### src/rtl/debounce_pkg.sv
`default_nettype none
// +----------------------------------------------------------------------------+
// | Package     : debounce_pkg                                                 |
// | Description : Shared defaults and helpers for the pin-input debounce slice. |
// |               DEFAULT_SYNC_STAGES / DEFAULT_STABLE_CYCLES give the stock    |
// |               configuration; cnt_w() sizes a counter that must hold 0..n.   |
// | Revision    : 1.0  initial release                                         |
// +----------------------------------------------------------------------------+
package debounce_pkg;

    localparam int DEFAULT_SYNC_STAGES   = 2;
    localparam int DEFAULT_STABLE_CYCLES = 4;

    // Bits needed to represent every value in 0..n.
    function automatic int cnt_w(input int n);
        return $clog2(n + 1);
    endfunction

endpackage : debounce_pkg
`default_nettype wire

### src/rtl/sync_chain.sv
`default_nettype none
// +----------------------------------------------------------------------------+
// | Module      : sync_chain                                                   |
// | Description : Plain flop shift chain used as a metastability synchronizer  |
// |               for an asynchronous pin. Reusable by any pin-input stage.     |
// | Ports       : clk  - clock, all updates on posedge                         |
// |               rst  - synchronous active-high reset, clears every stage      |
// |               i_d  - raw asynchronous input                                |
// |               o_q  - synchronized output (last stage)                      |
// | Revision    : 1.0  initial release                                         |
// +----------------------------------------------------------------------------+
module sync_chain #(
    parameter int STAGES = 2
) (
    input  logic clk,
    input  logic rst,
    input  logic i_d,
    output logic o_q
);

    generate
        if (STAGES < 2) begin : g_bad_stages
            $error("sync_chain: STAGES must be >= 2");
        end
    endgenerate

    // r_stage[0] is the flop that may go metastable; later stages give it
    // time to resolve before anything downstream looks at the value.
    logic [STAGES-1:0] r_stage;

    always_ff @(posedge clk) begin
        if (rst) begin
            r_stage <= '0;
        end else begin
            r_stage <= {r_stage[STAGES-2:0], i_d};
        end
    end

    assign o_q = r_stage[STAGES-1];

endmodule : sync_chain
`default_nettype wire

### src/rtl/sync_debounce.sv
`default_nettype none
// +----------------------------------------------------------------------------+
// | Module      : sync_debounce                                                |
// | Description : Conditions a bouncy asynchronous pin into a clean, clock-    |
// |               synchronous level plus single-cycle rise/fall pulses.        |
// |               Synchronizer -> stability counter -> registered level/edges. |
// | Ports       : clk     - clock, all updates on posedge                      |
// |               reset   - synchronous active-high reset                      |
// |               d_async - raw asynchronous input, may glitch at any time     |
// |               q       - debounced, synchronized level                      |
// |               rise    - one-cycle pulse in the cycle q goes 0->1           |
// |               fall    - one-cycle pulse in the cycle q goes 1->0           |
// | Revision    : 1.0  initial release                                         |
// +----------------------------------------------------------------------------+
module sync_debounce
    import debounce_pkg::*;
#(
    parameter int SYNC_STAGES   = DEFAULT_SYNC_STAGES,
    parameter int STABLE_CYCLES = DEFAULT_STABLE_CYCLES
) (
    input  logic clk,
    input  logic reset,
    input  logic d_async,
    output logic q,
    output logic rise,
    output logic fall
);

    localparam int CNT_W = cnt_w(STABLE_CYCLES);
    localparam logic [CNT_W-1:0] c_CNT_LAST = CNT_W'(STABLE_CYCLES - 1);

    generate
        if (SYNC_STAGES < 2) begin : g_bad_sync_stages
            $error("sync_debounce: SYNC_STAGES must be >= 2");
        end
        if (STABLE_CYCLES < 1) begin : g_bad_stable_cycles
            $error("sync_debounce: STABLE_CYCLES must be >= 1");
        end
    endgenerate

    logic             w_s;
    logic [CNT_W-1:0] r_cnt;
    logic             r_q;
    logic             r_rise;
    logic             r_fall;

    sync_chain #(
        .STAGES (SYNC_STAGES)
    ) u_sync_chain (
        .clk (clk),
        .rst (reset),
        .i_d (d_async),
        .o_q (w_s)
    );

    // State is just (r_q, r_cnt): r_cnt counts consecutive cycles where the
    // synchronized input disagrees with r_q. Any agreeing cycle restarts the
    // count, so a bounce must persist STABLE_CYCLES cycles to be accepted.
    // The counter is cleared on the update, so it never passes c_CNT_LAST.
    always_ff @(posedge clk) begin
        if (reset) begin
            r_cnt  <= '0;
            r_q    <= 1'b0;
            r_rise <= 1'b0;
            r_fall <= 1'b0;
        end else begin
            r_rise <= 1'b0;
            r_fall <= 1'b0;
            if (w_s == r_q) begin
                r_cnt <= '0;
            end else if (r_cnt == c_CNT_LAST) begin
                r_q    <= w_s;
                r_cnt  <= '0;
                // Pulses are registered alongside r_q so they line up with
                // the first cycle the new level is visible.
                r_rise <= w_s;
                r_fall <= ~w_s;
            end else begin
                r_cnt <= r_cnt + CNT_W'(1);
            end
        end
    end

    assign q    = r_q;
    assign rise = r_rise;
    assign fall = r_fall;

endmodule : sync_debounce
`default_nettype wire

### config.mk
export PLATFORM = sky130hd
export DESIGN_NAME = sync_debounce
export DESIGN_NICKNAME = d
export VERILOG_FILES = /design/src/rtl/debounce_pkg.sv /design/src/rtl/sync_chain.sv /design/src/rtl/sync_debounce.sv
export SDC_FILE = /design/constraint.sdc
export NUM_CORES = 1
export LEC_CHECK = 0
export BUFFER_PORTS_ARGS = -buffer_cell sky130_fd_sc_hd__buf_2
export CAP_MARGIN = 20
export CELL_PAD_IN_SITES_DETAIL_PLACEMENT = 1
export CELL_PAD_IN_SITES_GLOBAL_PLACEMENT = 2
export CORE_AREA = 2 2 39 41
export CTS_BUF_LIST = sky130_fd_sc_hd__clkbuf_16
export DETAILED_ROUTE_END_ITERATION = 7
export DIE_AREA = 0 0 41 43
export PLACE_DENSITY_LB_ADDON = 0.1
export SLEW_MARGIN = 0
export SYNTH_ARGS = -nofsm -noshare
export SYNTH_HDL_FRONTEND = slang
export SYNTH_SLANG_ARGS = --single-unit
export TNS_END_PERCENT = 10
### constraint.sdc
create_clock -name clk -period 2.5 [get_ports clk]
set_clock_uncertainty 0.05 [all_clocks]
set_input_delay 0.5 -clock clk [delete_from_list [all_inputs] [get_ports clk]]
set_output_delay 0.5 -clock clk [all_outputs]
set_load 0.05 [all_outputs]
## After elaboration in Yosys (flattened, before gate mapping)

Cells that the tools add are included.

- Add/sub/neg operators: 1
- $mul: 0
- Div/mod/pow operators: 0
- $lt $le $gt $ge: 0
- Equal/unequal tests: 2
- Shifts and indexed selects: 0
- Multiplexer cells: 0
- Bitwise gates (word level): 3
- Reduce and logical (&&, ||, !) cells: 3

Operators with widths:

| cell | count |
|---|---|
| $reduce_or 3->1 | 2 |
| $add 3x1->3 const B | 1 |
| $eq 3x2->1 const B | 1 |
| $not 1->1 | 3 |
| $reduce_and 2->1 | 1 |
| $eq 1x1->1 | 1 |

- Flip-flop bits (word level): 8
- Bits in latches: 0
- Memory bits (writable): 0
- Memory bits (read-only): 0
- Word-level logic and storage cells: 14
- Memories: 0

## Longest topological paths before layout

- Word-level depth: 3
- Depth in mapped cells: 4
- Depth with buffers taken out: 4

## Cells and area by module

From an unflattened synthesis, not the netlist that was laid out.

- Cells, all modules: 21
- Area total of the unflattened synthesis: 276.5 sq um

By module, submodules not included:

| module | times used | cells an instance | area each (sq um) |
|---|---|---|---|
| sync_debounce | 1 | 17 | 224.0 |
| sync_chain | 1 | 4 | 52.6 |

## Worst setup path after synthesis

OpenSTA, ideal clock, no wires.

- Path kind: register to output
- Start point: register r_q, in the netlist q
- End point: output q
- Data arrival time: 0.652 ns
- Slack: 1.298 ns
- Stages on the path, launching flop included: 1
- Cell sequence: dfxtp_1

RTL lines:

| item | line | RTL |
|---|---|---|
| from (decl) | sync_debounce.sv:43 | `logic r_q;` |
| from (signal assigned) | sync_debounce.sv:72 | `r_q <= w_s;` |
| to (decl) | sync_debounce.sv:24 | `output logic q,` |

No word-level cell between the ends.

## Worst setup path after layout

- Start point: register r_q, in the netlist q
- End point: output q

No word-level cell between the ends.

==> flow_summary.toml <==
[worst_setup_path]
path_buf_inv = 1
start_kind = "flip-flop"
path_cells = "buf_2"
crit_end = "q"
rrSetupSlack_ns = 1.30
cpMaxStageDelayCell = "dfxtp_1"
end_kind = "output port"
crit_type = "flip-flop to output port"
path_delay_family = "flip-flops"
path_depth = 1
r2r-start = "r_cnt[0]"
cpPeakStageDelay_ns = 0.38
worst_ep_required_time_ns = 1.95
cp_data_arrival_time_ns = 0.89
crit_fanout = 5
crit_start = "q"
r2r-end = "r_cnt[0]"
reg2reg_depth = 3

[cts]
clkLatencyLatePin_ns = 0.23
cts.sinks = 8
ctsHoldBuffers = 0
cts_root_buf = "clkbuf_16"
cts_max_path_buffers = 2
post_cts_buffers = 0
clk_pin_slew_ns = 0.04
cts_buffers = 3
cts_htree_levels = 1
ctsResizeCount = 0
cts_tree = "built"

[synth]
synth_fp_nets = 26
synth.top_cell.area_share = 0.579
ys_ff_latch = 8
synthCells = 21
ys_seq_area_frac = 0.579
syn_area_um2 = 277
synthTopCellsByArea = "dfxtp_1, and4bb_2, ha_1"
synth_edf_count = 0
avgSynthCellArea_um2 = 13.2
yosysMostFrequentCell = "dfxtp_1"
synth_flop_cell = "dfxtp_1"
synth-async-reset-ratio = 0
yosys.area.top_type = "dfxtp_1"
yosysWarnings = 0
synth_commonest_cells = "dfxtp_1, and4bb_2, ha_1, nor2b_1, nor4_1"
yosysUniqueCellTypes = 10

[finish]
fin_nets = 36
multi_input_area_um2 = 113
fill_cells = 155
post_route_cells_drive_above_1_share = 0.379
final_area_um2 = 397
synthToLayoutAreaGrowth_pct = 43.4
diodes = 0
seqCellArea_um2 = 160

[power]
cellPowerDensity_mw_per_mm2 = 1020
ir_drop_mv = 0.275
p_leak_nw = 0.162

[min_path]
holdCritStartpoint = "r_cnt[0]"
hold_class = "flip-flop to flip-flop"

[route]
viasPerCell = 4.16
drtPass1Iterations = 1
wire_per_inst_um = 10.2
ant_nets = 0
drc = 0
routed_wl_um = 461
drt_first_iter_violations = 0
vias = 187

[status]
status = "finished clean"

[die]
num_io_pins = 6
coreArea_mm2 = 0.00138
die_x_um = 41
rows = 14
die_h_um = 43
initial_utilization = 0.200
die_area_mm2 = 0.00176

[sta]
tightestPinTransition_ns = 0.306
finalSetupViolCount = 0
hold_viol = 0
report.final.slew_viol_count = 0
fmax_mhz = 692
whs_ns = 0.382
period_needed_ns = 1.44
min_period_over_period = 0.578
rsz0062_at_grt = "no"
max-slew-margin-rel = 0.795
finalSetupTns_ns = 0

[global_route]
grt_start_max_net_pins = 9
grt_pass1_vias = 183
antenna_found_initial = 0
gr-usage-all-layers = 0.0744
overflow = 0
grt_pass1_wl_um = 710

[placed_design]
dpl_cell_area_um2 = 322
place.gp.congestion = 0.579
port-buffer-count = 5
dp.final_hpwl_um = 333

[run]
cap_viol_max_count = 0
## per-layer routing
layer,up-vias,part of all wire,track usage
met5,-,0,0
met4,0,0,0.100
met3,0,0.067,0.0471
met2,7,0.52,0.0906
met1,88,0.41,0.0677
li1,92,-,-
## flip-flops by register name, indices dropped and copies added (netlist names)
name,cells
fall,1
q,1
u_sync_chain.r_stage,2
rise,1
r_cnt,3
## cells by family (layout without fill, tap and decap cells)
group                      Yosys count  in the layout  synth area share
xor gates and xnor gates             1              1            0.0317
DFF                                  8              8             0.579
adders and majority gates            2              2            0.0905
buffers and inverters                1              9            0.0136
muxes                                1              1            0.0362
and+or+nand+nor                      8              8             0.249
## layout by cell type (no fill, tap or decap)
cell | Yosys | final
nor2b_1 | 2 | 2
buf_2 | 0 | 5
nor4b_2 | 1 | 1
inv_1 | 1 | 1
clkbuf_16 | 0 | 3
ha_1 | 2 | 2
dfxtp_1 | 8 | 8
xnor2_1 | 1 | 1
and4bb_2 | 2 | 2
nor2_1 | 1 | 1
nor4_1 | 2 | 2
mux2i_1 | 1 | 1
## area by class of cell
class	instances	share of cell area
Sequential cell	8	0.404
Multi-Input combinational cell	12	0.284
Clock buffer	3	0.189
Timing Repair Buffer	5	0.0631
Tap cell	16	0.0505
Inverter	1	0.00946
## power breakdown
part	total [mW]	internal [mW]	leakage, nW	switching, mW
Combinational	0.00648	0.00332	0.0602	0.00316
Clock	0.265	0.206	0.0370	0.0591
Sequential	0.131	0.130	0.0649	0.00110
Total	0.403	0.340	0.162	0.0634
## how the worst min path moves through the flow
stage               end  cells past startpoint
2_1_floorplan  r_cnt[0]                      1
3_3_place_gp   r_cnt[0]                      1
3_5_place_dp   r_cnt[0]                      1
4_1_cts        r_cnt[0]                      1
5_1_grt        r_cnt[0]                      1
6_report       r_cnt[0]                      1
## stage by stage
step	util	power [mW]	cells	setup slack (ns)
6_report	0.287	0.403	45	1.06
5_1_grt	0.287	0.417	45	1.02
4_1_cts	0.287	0.411	45	1.05
3_5_place_dp	0.232	0.140	42	1.29
3_3_place_gp	0.232	0.140	42	1.31
2_1_floorplan	-	0.136	21	1.30
Power figures use the tool's default switching activity.
